[config.mk]
export PLATFORM = sky130hd
export DESIGN_NAME = mem_stage
export DESIGN_NICKNAME = d
export VERILOG_FILES = /design/src/rtl/mem_stage_pkg.sv /design/src/rtl/mem_stage_load_align.sv /design/src/rtl/mem_stage.sv
export SDC_FILE = /design/constraint.sdc
export NUM_CORES = 1
export LEC_CHECK = 0
export ABC_AREA = 1
export CAP_MARGIN = 20
export CORE_MARGIN = 3
export CORE_UTILIZATION = 40
export CTS_BUF_LIST = sky130_fd_sc_hd__clkbuf_4 sky130_fd_sc_hd__clkbuf_8
export CTS_CLUSTER_DIAMETER = 80
export DETAILED_ROUTE_END_ITERATION = 6
export PLACE_DENSITY = 0.81
export REMOVE_ABC_BUFFERS = 1
export SETUP_SLACK_MARGIN = 0.02
export SLEW_MARGIN = 20
export SYNTH_ARGS = -nofsm -noshare
export SYNTH_HDL_FRONTEND = slang
export SYNTH_SLANG_ARGS = --single-unit
[constraint.sdc]
create_clock -name clk -period 2.4 [get_ports clk]
set_input_delay 0.48 -clock clk [delete_from_list [all_inputs] [get_ports clk]]
set_output_delay 0.48 -clock clk [all_outputs]
set_load 0.02 [all_outputs]
[src/rtl/mem_stage_pkg.sv]
// mem_stage_pkg: shared constants and helpers for the memory-access stage.
//   - funct3 encodings for loads/stores
//   - FSM state encoding
//   - store lane builder (byte enables + lane-replicated write data)
//   - misalignment predicate (used when MEM_MISALIGN_TRAP_EN is defined)
package mem_stage_pkg;

  localparam logic [2:0] MEM_LB  = 3'd0;
  localparam logic [2:0] MEM_LH  = 3'd1;
  localparam logic [2:0] MEM_LW  = 3'd2;
  localparam logic [2:0] MEM_LBU = 3'd4;
  localparam logic [2:0] MEM_LHU = 3'd5;
  localparam logic [2:0] MEM_SB  = 3'd0;
  localparam logic [2:0] MEM_SH  = 3'd1;
  localparam logic [2:0] MEM_SW  = 3'd2;

  localparam int NUM_LANES = 4;
  localparam int LANE_W    = 8;

  typedef enum logic {
    ST_IDLE = 1'b0,
    ST_WAIT = 1'b1
  } state_e;

  typedef struct packed {
    logic [NUM_LANES-1:0]             wstrb;
    logic [NUM_LANES-1:0][LANE_W-1:0] wdata;
  } st_lanes_t;

  // Byte enables follow the address offset; data is replicated across lanes
  // so the bus can take whichever lanes the strobes select.
  function automatic st_lanes_t store_lanes(input logic [2:0]  funct3,
                                            input logic [1:0]  off,
                                            input logic [31:0] sd);
    st_lanes_t r;
    case (funct3)
      MEM_SB: begin
        r.wstrb = 4'b0001 << off;
        r.wdata = {4{sd[7:0]}};
      end
      MEM_SH: begin
        r.wstrb = 4'b0011 << {off[1], 1'b0};
        r.wdata = {2{sd[15:0]}};
      end
      default: begin
        r.wstrb = 4'b1111;
        r.wdata = sd;
      end
    endcase
    return r;
  endfunction

  // Halfwords need addr[0]=0, words need addr[1:0]=0 (loads and stores alike).
  function automatic logic misaligned(input logic [2:0] funct3,
                                      input logic [1:0] off);
    case (funct3)
      MEM_LH, MEM_LHU: return off[0];
      MEM_LW:          return off != 2'b00;
      default:         return 1'b0;
    endcase
  endfunction

endpackage

[src/rtl/mem_stage_load_align.sv]
// load_align: combinational load data aligner.
//   rdata  : raw bus word
//   offset : byte offset of the access (addr[1:0])
//   funct3 : access size/sign (LB/LH/LW/LBU/LHU)
//   data   : extracted, sign- or zero-extended result
// Halfwords are selected by offset[1] only.
module load_align
  import mem_stage_pkg::*;
(
  input  logic [31:0] rdata,
  input  logic [1:0]  offset,
  input  logic [2:0]  funct3,
  output logic [31:0] data
);

  logic [NUM_LANES-1:0][LANE_W-1:0] lanes;
  logic [7:0]  b;
  logic [15:0] h;

  assign lanes = rdata;
  assign b     = lanes[offset];
  assign h     = offset[1] ? rdata[31:16] : rdata[15:0];

  always_comb begin
    data = rdata;
    case (funct3)
      MEM_LB:  data = {{24{b[7]}}, b};
      MEM_LH:  data = {{16{h[15]}}, h};
      MEM_LBU: data = {24'd0, b};
      MEM_LHU: data = {16'd0, h};
      default: data = rdata;
    endcase
  end

endmodule

[src/rtl/mem_stage.sv]
// mem_stage: memory-access pipeline stage behind EX.
//   EX side  : ex_valid/ex_result/ex_store_data/ex_funct3/ex_mem_read/
//              ex_mem_write/ex_rd/ex_reg_write in, mem_stall out
//   Bus side : dbus_req/we/addr/wdata/wstrb out (registered, held until
//              dbus_ready), dbus_ready/dbus_rdata in; one transaction at a time
//   WB side  : wb_valid one-cycle pulse with wb_result/wb_rd/wb_reg_write
// Optional: MEM_MISALIGN_TRAP_EN adds mem_misaligned; misaligned accesses then
// skip the bus and complete next cycle with wb_reg_write=0.
module mem_stage
  import mem_stage_pkg::*;
#(
  parameter int ADDR_W = 32
) (
  input  logic              clk,
  input  logic              rst_n,
  input  logic              ex_valid,
  input  logic [31:0]       ex_result,
  input  logic [31:0]       ex_store_data,
  input  logic [2:0]        ex_funct3,
  input  logic              ex_mem_read,
  input  logic              ex_mem_write,
  input  logic [4:0]        ex_rd,
  input  logic              ex_reg_write,
  output logic              mem_stall,
  output logic              dbus_req,
  output logic              dbus_we,
  output logic [ADDR_W-1:0] dbus_addr,
  output logic [31:0]       dbus_wdata,
  output logic [3:0]        dbus_wstrb,
  input  logic              dbus_ready,
  input  logic [31:0]       dbus_rdata,
  output logic              wb_valid,
  output logic [31:0]       wb_result,
  output logic [4:0]        wb_rd,
  output logic              wb_reg_write
`ifdef MEM_MISALIGN_TRAP_EN
  ,
  output logic              mem_misaligned
`endif
);

  state_e      state;
  logic [1:0]  off_q;
  logic [2:0]  f3_q;
  logic        rw_q;
  logic        is_mem;
  logic        mis;
  logic [31:0] ld_data;
  st_lanes_t   lanes;

  assign is_mem    = ex_mem_read | ex_mem_write;
  assign mem_stall = (state == ST_WAIT);
  assign lanes     = store_lanes(ex_funct3, ex_result[1:0], ex_store_data);

`ifdef MEM_MISALIGN_TRAP_EN
  assign mis = is_mem & misaligned(ex_funct3, ex_result[1:0]);
`else
  assign mis = 1'b0;
`endif

  load_align u_align (
    .rdata  (dbus_rdata),
    .offset (off_q),
    .funct3 (f3_q),
    .data   (ld_data)
  );

  always_ff @(posedge clk or negedge rst_n) begin
    if (!rst_n) begin
      state        <= ST_IDLE;
      off_q        <= '0;
      f3_q         <= '0;
      rw_q         <= 1'b0;
      dbus_req     <= 1'b0;
      dbus_we      <= 1'b0;
      dbus_addr    <= '0;
      dbus_wdata   <= '0;
      dbus_wstrb   <= '0;
      wb_valid     <= 1'b0;
      wb_result    <= '0;
      wb_rd        <= '0;
      wb_reg_write <= 1'b0;
`ifdef MEM_MISALIGN_TRAP_EN
      mem_misaligned <= 1'b0;
`endif
    end else begin
      // Result strobes default low so every completion is a single pulse.
      wb_valid     <= 1'b0;
      wb_reg_write <= 1'b0;
`ifdef MEM_MISALIGN_TRAP_EN
      mem_misaligned <= 1'b0;
`endif
      case (state)
        ST_IDLE: begin
          if (ex_valid) begin
            wb_rd <= ex_rd;
            if (is_mem && !mis) begin
              off_q      <= ex_result[1:0];
              f3_q       <= ex_funct3;
              rw_q       <= ex_reg_write & ex_mem_read;
              dbus_req   <= 1'b1;
              dbus_we    <= ex_mem_write;
              dbus_addr  <= {ex_result[ADDR_W-1:2], 2'b00};
              dbus_wdata <= lanes.wdata;
              dbus_wstrb <= ex_mem_write ? lanes.wstrb : 4'b0000;
              state      <= ST_WAIT;
            end else begin
              // ALU pass-through, or a trapped access reporting its address.
              wb_valid     <= 1'b1;
              wb_result    <= ex_result;
              wb_reg_write <= ex_reg_write & ~mis;
`ifdef MEM_MISALIGN_TRAP_EN
              mem_misaligned <= mis;
`endif
            end
          end
        end
        ST_WAIT: begin
          if (dbus_ready) begin
            dbus_req     <= 1'b0;
            wb_valid     <= 1'b1;
            wb_result    <= dbus_we ? 32'd0 : ld_data;
            wb_reg_write <= rw_q;
            state        <= ST_IDLE;
          end
        end
        default: state <= ST_IDLE;
      endcase
    end
  end

endmodule

* Word level (Yosys, flattened, before mapping)
Index checks and enable logic that the tools add are counted.
Storage, ports and cells: flip-flop bits (word level) 114, input bits 111
Operators by class: $lt $le $gt $ge 1, equality and inequality tests 8, shift-type cells 2, multiplexer cells 27, bitwise operators 3, reductions and logical operators 6
Operator list (number):
- 32-bit two-way mux | 4
- 32-bit case mux with 4 select lines | 1
- 36-bit case mux with 2 select lines | 1
- 32-bit case mux with 2 select lines | 1
- 8-bit binary-select mux with 2-bit select | 1
- 16-bit two-way mux | 1
- 1-bit two-way mux | 12
- 3-bit AND reduction | 3
- 8-bit two-way mux | 1
- 2-bit inequality test, second input constant | 4
- 1-bit case mux with 2 select lines | 4
- 3-bit by 1-bit equality test with 1-bit output, second input constant | 2
- 3-bit equality test, second input constant | 2
- 3-bit zero test | 2
- 4-bit two-way mux | 1
- 1-bit by 2-bit left shift with 4-bit output, first input constant | 1
- 2-bit by 2-bit left shift with 4-bit output, first input constant | 1
- 2-bit by 3-bit < comparator with 1-bit output, second input constant | 1
- 2-bit AND reduction | 1
- 1-bit AND | 1
- 1-bit inverter | 1
- 1-bit OR | 1

* Logic depth before layout (Yosys ltp)
Gate-level depths: netlist of the first run.
depth in word-level cells 6, mapped depth 9, depth with buffers taken out 8

* By module
A second synthesis of the first run with hierarchy kept.
Second synthesis, totals: cells, all modules 830, area total of the unflattened synthesis 6114.6 um^2
Modules (own cells, without submodules):
- mem_stage | times used 1, cells each 634, area each 5099.9 um^2, sequential area each 2852.7 um^2
- load_align | times used 1, cells each 196, area each 1014.7 um^2, sequential area each 0.0 um^2

* Worst setup path before layout of the first run
OpenSTA, ideal clock, no wires.
kind in2reg, start point in ex_funct3[1], end point reg dbus_wdata[14], setup time 0.130 ns, arrival 1.303 ns, setup slack 0.967 ns, stages 6, path buffers 2, cells stage by stage nor2_2 > inv_1 > buf_2 > buf_2 > o21ai_0 > a31oi_1
On the way: longest elaborated chain between the ends 2
Ends and longest elaborated chain:
- start, declared | line mem_stage.sv:19 | input logic [2:0] ex_funct3,
- 3-bit by 1-bit equality test with 1-bit output or 3-bit zero test (tied branches) | line mem_stage_pkg.sv:36 | case (funct3)
- 36-bit case mux with 2 select lines (*) | line mem_stage_pkg.sv:36
- end signal, assigned | line mem_stage.sv:104 | dbus_wdata <= lanes.wdata;
- end, declared | line mem_stage.sv:28 | output logic [31:0] dbus_wdata,
Mark *: on every way between the ends. The rest lies on a longest branch, timed or not. A chain may end at the register's enable or synchronous reset.

* Final worst setup path of the first run
start point reg state (netlist: mem_stall), end point out mem_stall
RTL lines:
- start, declared | line mem_stage.sv:42 | state_e state;
- start signal, assigned | line mem_stage.sv:70 | state <= ST_IDLE;
- start signal, assigned | line mem_stage.sv:106 | state <= ST_WAIT;
- start signal, assigned | line mem_stage.sv:124 | state <= ST_IDLE;
- end, declared | line mem_stage.sv:24 | output logic mem_stall,
No word-level cell between the ends.

==> results of run 1 <==
cell usage in the layout, fill, tap and decap left out:
cell / n
clkinv_2: 3
clkdlybuf4s50_1: 217
nand3_4: 1
nor2_2: 3
nand2_4: 2
inv_2: 2
mux2_2: 5
dfrtp_1: 114
nor2_1: 95
nand3_1: 19
clkbuf_4: 2
conb_1: 2
a21oi_2: 1
clkbuf_8: 20
buf_4: 10
a41oi_1: 2
o211ai_1: 5
clkinvlp_4: 1
nand2_1: 231
a31oi_1: 14
a21oi_1: 88
bufinv_16: 6
nor2_4: 2
inv_1: 27
clkinv_4: 1
nor3_4: 1
or2_2: 1
buf_12: 6
a21oi_4: 1
clkinv_1: 1
o21ai_0: 45
power by group:
| part | switching (mW) | internal, mW |
|---|---|---|
| clock | 0.800 | 1.44 |
| combinational | 1.68 | 1.38 |
| sequential | 0.319 | 2.41 |
final cells by class:
class                      count  area [sq um]
multi-input combinational    518          2320
fill                        1194          4970
clock buffer                  22           290
sequential                   114          2850
tap                          176           220
clock inverter                10           203
inverter                      31           121
timing repair buffer         233          2370
registers in the layout, summed over array words and instances (netlist names):
signal,cells
dbus_addr,30
dbus_req,1
dbus_wdata,32
dbus_we,1
dbus_wstrb,4
f3_q,3
mem_stall,1
off_q,2
rw_q,1
wb_rd,5
wb_reg_write,1
wb_result,32
wb_valid,1
cells by family (layout without fill, tap and decap cells):
logic type,after synthesis,in the layout,synth area share [%]
AOI/OAI and AO/OA,156,156,15.1
muxes,5,5,1.02
other,1,2,0.0681
DFF,114,114,51.8
buffers and inverters,73,296,6.29
and+or+nand+nor,355,355,25.7
per-layer routing:
| metal | up-vias | routed length [microns] | GRT usage (%) |
|---|---|---|---|
| met5 | - | 0 | 0 |
| met4 | 0 | 331 | 8.30 |
| met2 | 296 | 8520 | 38.9 |
| met1 | 2601 | 7260 | 29.1 |
| li1 | 2699 | - | - |
| met3 | 26 | 2200 | 11.0 |
per-stage QoR:
stage	hold WS, ps	total power [mW]	setup slack (ps)	setup TNS (ps)	cell area [sq um]
after floorplan	184	4.22	-2000	-123350	5290
after global routing	161	8.51	197	0	8370
after CTS	134	8.11	251	0	8370
after global placement	456	5.79	331	0	7880
final	130	8.04	306	0	8370
after detailed placement	458	5.84	254	0	7880
path summary, 6_finish.rpt:
path / from / to / slack, ps / cells after the start
max in group asynchronous: rst_n / dbus_addr[7] / 1790 / 2
hold reg to reg: dbus_addr[9] / dbus_addr[9] / 470 / 2
hold / removal: rst_n / wb_rd[3] / 130 / 2
setup / recovery: mem_stall / mem_stall / 310 / 1
min in group clk: dbus_addr[9] / dbus_addr[9] / 470 / 2
setup reg to reg: f3_q[1] / wb_result[22] / 360 / 7
==> metrics.cfg, run 1 <==
[floorplan]
die_x_microns = 123
boundaryPins = 221
core-area_sq_um = 13300
die_h_microns = 123
rows = 42
initial_utilization_pct = 41.3
die_area_sq_um = 15200

[synth]
async_reset_ff_share_pct = 100
yosys.area.top_type_share_pct = 51.8
syn-cell-area_sq_um = 5510
synth_common_cells = 231 x nand2_1, 114 x dfrtp_1, 95 x nor2_1
yosys.area.top_type = dfrtp_1
yosysWarnings = 0
ys_seq_elements = 114
synth_cells = 704
synth.area.top_cells = dfrtp_1 52%, nand2_1 16%, a21oi_1 8.0%
avgSynthCellArea_sq_um = 7.83
yosys.cell_types.count = 27
synth-edff-count = 0
synth-seq-area-share_pct = 51.8
ys.flop_type = dfrtp_1
synth.most_common_cell = nand2_1

[cells_and_area]
synthToLayoutAreaGrowth_pct = 52.0
stdcell_count = 1104
antenna_cells = 0
final_util_pct = 62.7
nets = 1026
drive_above_1_share_pct = 7.33

[placement]
portBuffers = 218
gp_congestion = 0.887
placed_cells = 1072
post-dp-hpwl_mm = 13.1

[detailed_routing]
route.detailed.drc = 0
drt.antenna.violating_nets = 0
wl_per_cell_microns = 16.6
firstDrtPassIters = 5
post_drt_via_cell_ratio = 5.09
vias = 5622
drt_wl_total_mm = 18.3
drt_iter0_markers = 425

[pwr]
vdd_drop_max_v = 0.000478
power_leakage_nw = 3.76
powerDensity_nw_per_um2 = 960

[setup_path]
worstSetupPathType = register to primary output
worstPathCellList = clkdlybuf4s50_1
slowest_stage = clkdlybuf4s50_1
cp.required_ps = 1920
critPathCaptureType = primary output
cp_slowest_stage_delay_ps = 670
crit_path_start_kind = register
cp_max_fo = 6
worstPathArrival_ps = 1610
cp_top_family = buffers and inverters
worst-path-buf-inv = 1

[clocking]
worstSkewPairLatency_ps = 430
clock-sinks = 114
cts-htree-levels = 4
cts_root_buf = clkbuf_8
postCtsHoldBufs = 0
post_cts_resized = 0
post_cts_buffers = 0
cts_tree = built
clk_pin_slew_worst_paths_ps = 70
clk_path_buf_depth = 2
numCtsBuffers = 17

[status]
outcome = finished, final reports clean

[sta]
rsz0062_at_grt = no
relSlewSlack_pct = 54.5
slew_violations = 0
timing.fmax_mhz = 478
final.period_utilization_pct = 87.2
hold_viol = 0
skew_ps = 10.1
tightest_slew_ps = 683
finalSetupViolations = 0
min_period_ps = 2090

[global_routing]
grt_pass1_vias = 5497
grt_util_all_layers_pct = 24.3
grt_start_max_net_pins = 115
antenna_found_initial = 0
grt_pass1_wl_mm = 28.4
grt-ovfl-total = 0

[run]
maxCapViolations = 0

[min_path]
worstHoldPathType = input port to asynchronous set/reset pin

No activity file was read; power rests on OpenSTA's default activity.
==> run 2: changes to the inputs <==
--- a/config.mk
+++ b/config.mk
@@ -14,7 +14,7 @@
 export DETAILED_ROUTE_END_ITERATION = 6
 export PLACE_DENSITY = 0.81
 export REMOVE_ABC_BUFFERS = 1
-export SETUP_SLACK_MARGIN = 0.02
+export SETUP_SLACK_MARGIN = 0.05
 export SLEW_MARGIN = 20
 export SYNTH_ARGS = -nofsm -noshare
 export SYNTH_HDL_FRONTEND = slang
==> results of run 2 <==
Same layout as run 1: the final DEF is identical, and so are final timing and power.
==> run 3: changes to the inputs <==
--- a/config.mk
+++ b/config.mk
@@ -19,3 +19,4 @@
 export SYNTH_ARGS = -nofsm -noshare
 export SYNTH_HDL_FRONTEND = slang
 export SYNTH_SLANG_ARGS = --single-unit
+export TNS_END_PERCENT = 50
==> constraint.sdc (replaced) <==
create_clock -name clk -period 2.25 [get_ports clk]
set_input_delay 0.45 -clock clk [delete_from_list [all_inputs] [get_ports clk]]
set_output_delay 0.45 -clock clk [all_outputs]
set_load 0.02 [all_outputs]
==> run 3 against run 2 <==
  * Clock skew rose by 1.9 ps
  * Die area unchanged
  * First-iteration DRC count grew 7.1%
  * Non-clock buffer count is 2 higher
  * Clock-buffer cell count rose by 2
  * Core utilization down 0.69 points
  * Largest power group unchanged
  * Global-route usage increased by 0.56 points
  * Hold slack improved by 310 ps
  * Sequential power is 6% higher
  * Clock power fell by 19%
  * Via count grew 0.43%
  * Largest cell class unchanged
==> metrics.cfg, run 3 (synthesis gave the netlist of run 1 again) <==
[clocking]
clock-sinks = 114
clk_pin_slew_worst_paths_ps = 70
cts_tree = built
cts-htree-levels = 4
numCtsBuffers = 17
worstSkewPairLatency_ps = 440
clk_path_buf_depth = 2
cts_root_buf = clkbuf_8

[sta]
rsz0062_at_grt = no
finalHoldWorstSlack_ps = 438
final.period_utilization_pct = 91.6
finalSetupViolations = 0
timing.fmax_mhz = 485
hold_viol = 0
worst_slack_ps = 189
slew_violations = 0
skew_ps = 12.0
min_period_ps = 2060

[floorplan]
rows = 42
initial_utilization_pct = 41.3
die_area_sq_um = 15200
boundaryPins = 221
die_h_microns = 123
die_x_microns = 123
core-area_sq_um = 13300

[global_routing]
grt_start_max_net_pins = 53
grt_pass1_vias = 5477
grt_util_all_layers_pct = 24.8
grt_pass1_wl_mm = 28.7
antenna_found_initial = 0
grt-ovfl-total = 0

[detailed_routing]
drt_wl_total_mm = 18.6
drt.antenna.violating_nets = 0
route.detailed.drc = 0
firstDrtPassIters = 5
vias = 5646
wl_per_cell_microns = 16.9
post_drt_via_cell_ratio = 5.12
drt_iter0_markers = 455

[placement]
pre_cts_slack_ps = 139
post-dp-hpwl_mm = 13.3
portBuffers = 218
gp_congestion = 0.865
placed_cells = 1073

[cells_and_area]
num-fill-cells = 1216
final_cell_mix = 231 x nand2_1, 217 x clkdlybuf4s50_1, 114 x dfrtp_1
drive_above_1_share_pct = 7.12
synthToLayoutAreaGrowth_pct = 50.3
antenna_cells = 0
nets = 1028
reg_top3 = dbus_wdata: 32 flops, wb_result: 32 flops, dbus_addr: 30 flops
final_common_cell = nand2_1
stdcell_count = 1103

[pwr]
power_leakage_nw = 3.71
vdd_drop_max_v = 0.000552
powerDensity_nw_per_um2 = 969

[setup_path]
cp_top_family = buffers and inverters
crit_path_start_kind = register
r2r_end = wb_result[4]
ff2ff_setup_slack_ps = 620
critPathCaptureType = primary output
slowest_stage = clkdlybuf4s50_1
cp.required_ps = 1800
cp_slowest_stage_delay_ps = 660
worstPathCellList = clkdlybuf4s50_1
worstSetupPathType = register to primary output
cp_max_fo = 6
reg2reg_from = f3_q[1]
crit_start = mem_stall
crit_end = mem_stall
path_depth = 1
reg2reg_depth = 6
worstPathArrival_ps = 1610
worst-path-buf-inv = 1

[status]
outcome = finished, final reports clean

[min_path]
worstHoldPathType = input port to asynchronous set/reset pin

[run]
maxCapViolations = 0

==> run 3: cell types whose count changed in the layout (fill, tap and decap cells not counted) <==
| cell | previous run | this run |
|---|---|---|
| buf_12 | 6 | 7 |
| bufinv_16 | 6 | 1 |
| clkbuf_8 | 20 | 22 |
| dlygate4sd3_1 | 0 | 1 |
==> run 3: cell type report <==
cell class | count | area [sq um] | share of cell area, %
Multi-Input combinational cell | 518 | 2320 | 28.0
Tap cell | 176 | 220 | 2.66
Timing Repair Buffer | 235 | 2400 | 28.9
Clock inverter | 5 | 52.6 | 0.635
Sequential cell | 114 | 2850 | 34.4
Clock buffer | 24 | 318 | 3.84
Inverter | 31 | 121 | 1.47
==> run 3: how the worst min path moves through the flow <==
stage	slack, ps	depth (start not counted)	startpoint	endpoint
CTS	410	2	rst_n	dbus_wstrb[2]
detailed placement	340	1	rst_n	wb_rd[3]
floorplan	150	0	rst_n	dbus_addr[10]
global placement	340	1	rst_n	wb_rd[3]
finish	440	2	rst_n	dbus_wstrb[2]
global route	410	2	rst_n	dbus_wstrb[2]
==> run 3: what timing repair did <==
| item | in CTS | in global routing |
|---|---|---|
| hold buffers | 1 | 0 |
| setup buffers | 0 | 0 |
| gates resized for setup | 0 | 0 |
| endpoints found under the hold margin | 15 | 0 |
==> run 3: per-layer routing <==
layer | vias to the layer above | global-route usage [%] | part of all wire, %
met4 | 0 | 9.48 | 2.2
met3 | 30 | 11.1 | 12
met1 | 2653 | 29.4 | 39
met5 | - | 0 | 0
met2 | 267 | 39.8 | 46
li1 | 2696 | - | -
==> run 3: per-stage QoR <==
stage	util [%]	cell area, sq um	total power [mW]	setup TNS (ps)
6_report	62.0	8280	8.02	0
3_3_place_gp	59.2	7900	6.19	0
2_1_floorplan	-	5290	4.50	-134600
3_5_place_dp	59.2	7900	6.25	0
5_1_grt	62.0	8280	8.53	0
4_1_cts	62.0	8280	8.11	0
==> run 3: report_power, final <==
group	internal (mW)	leakage, nW	switching (mW)
Combinational	1.48	2.17	1.84
Clock	1.02	0.193	0.794
Sequential	2.57	1.35	0.319
Total	5.07	3.71	2.95
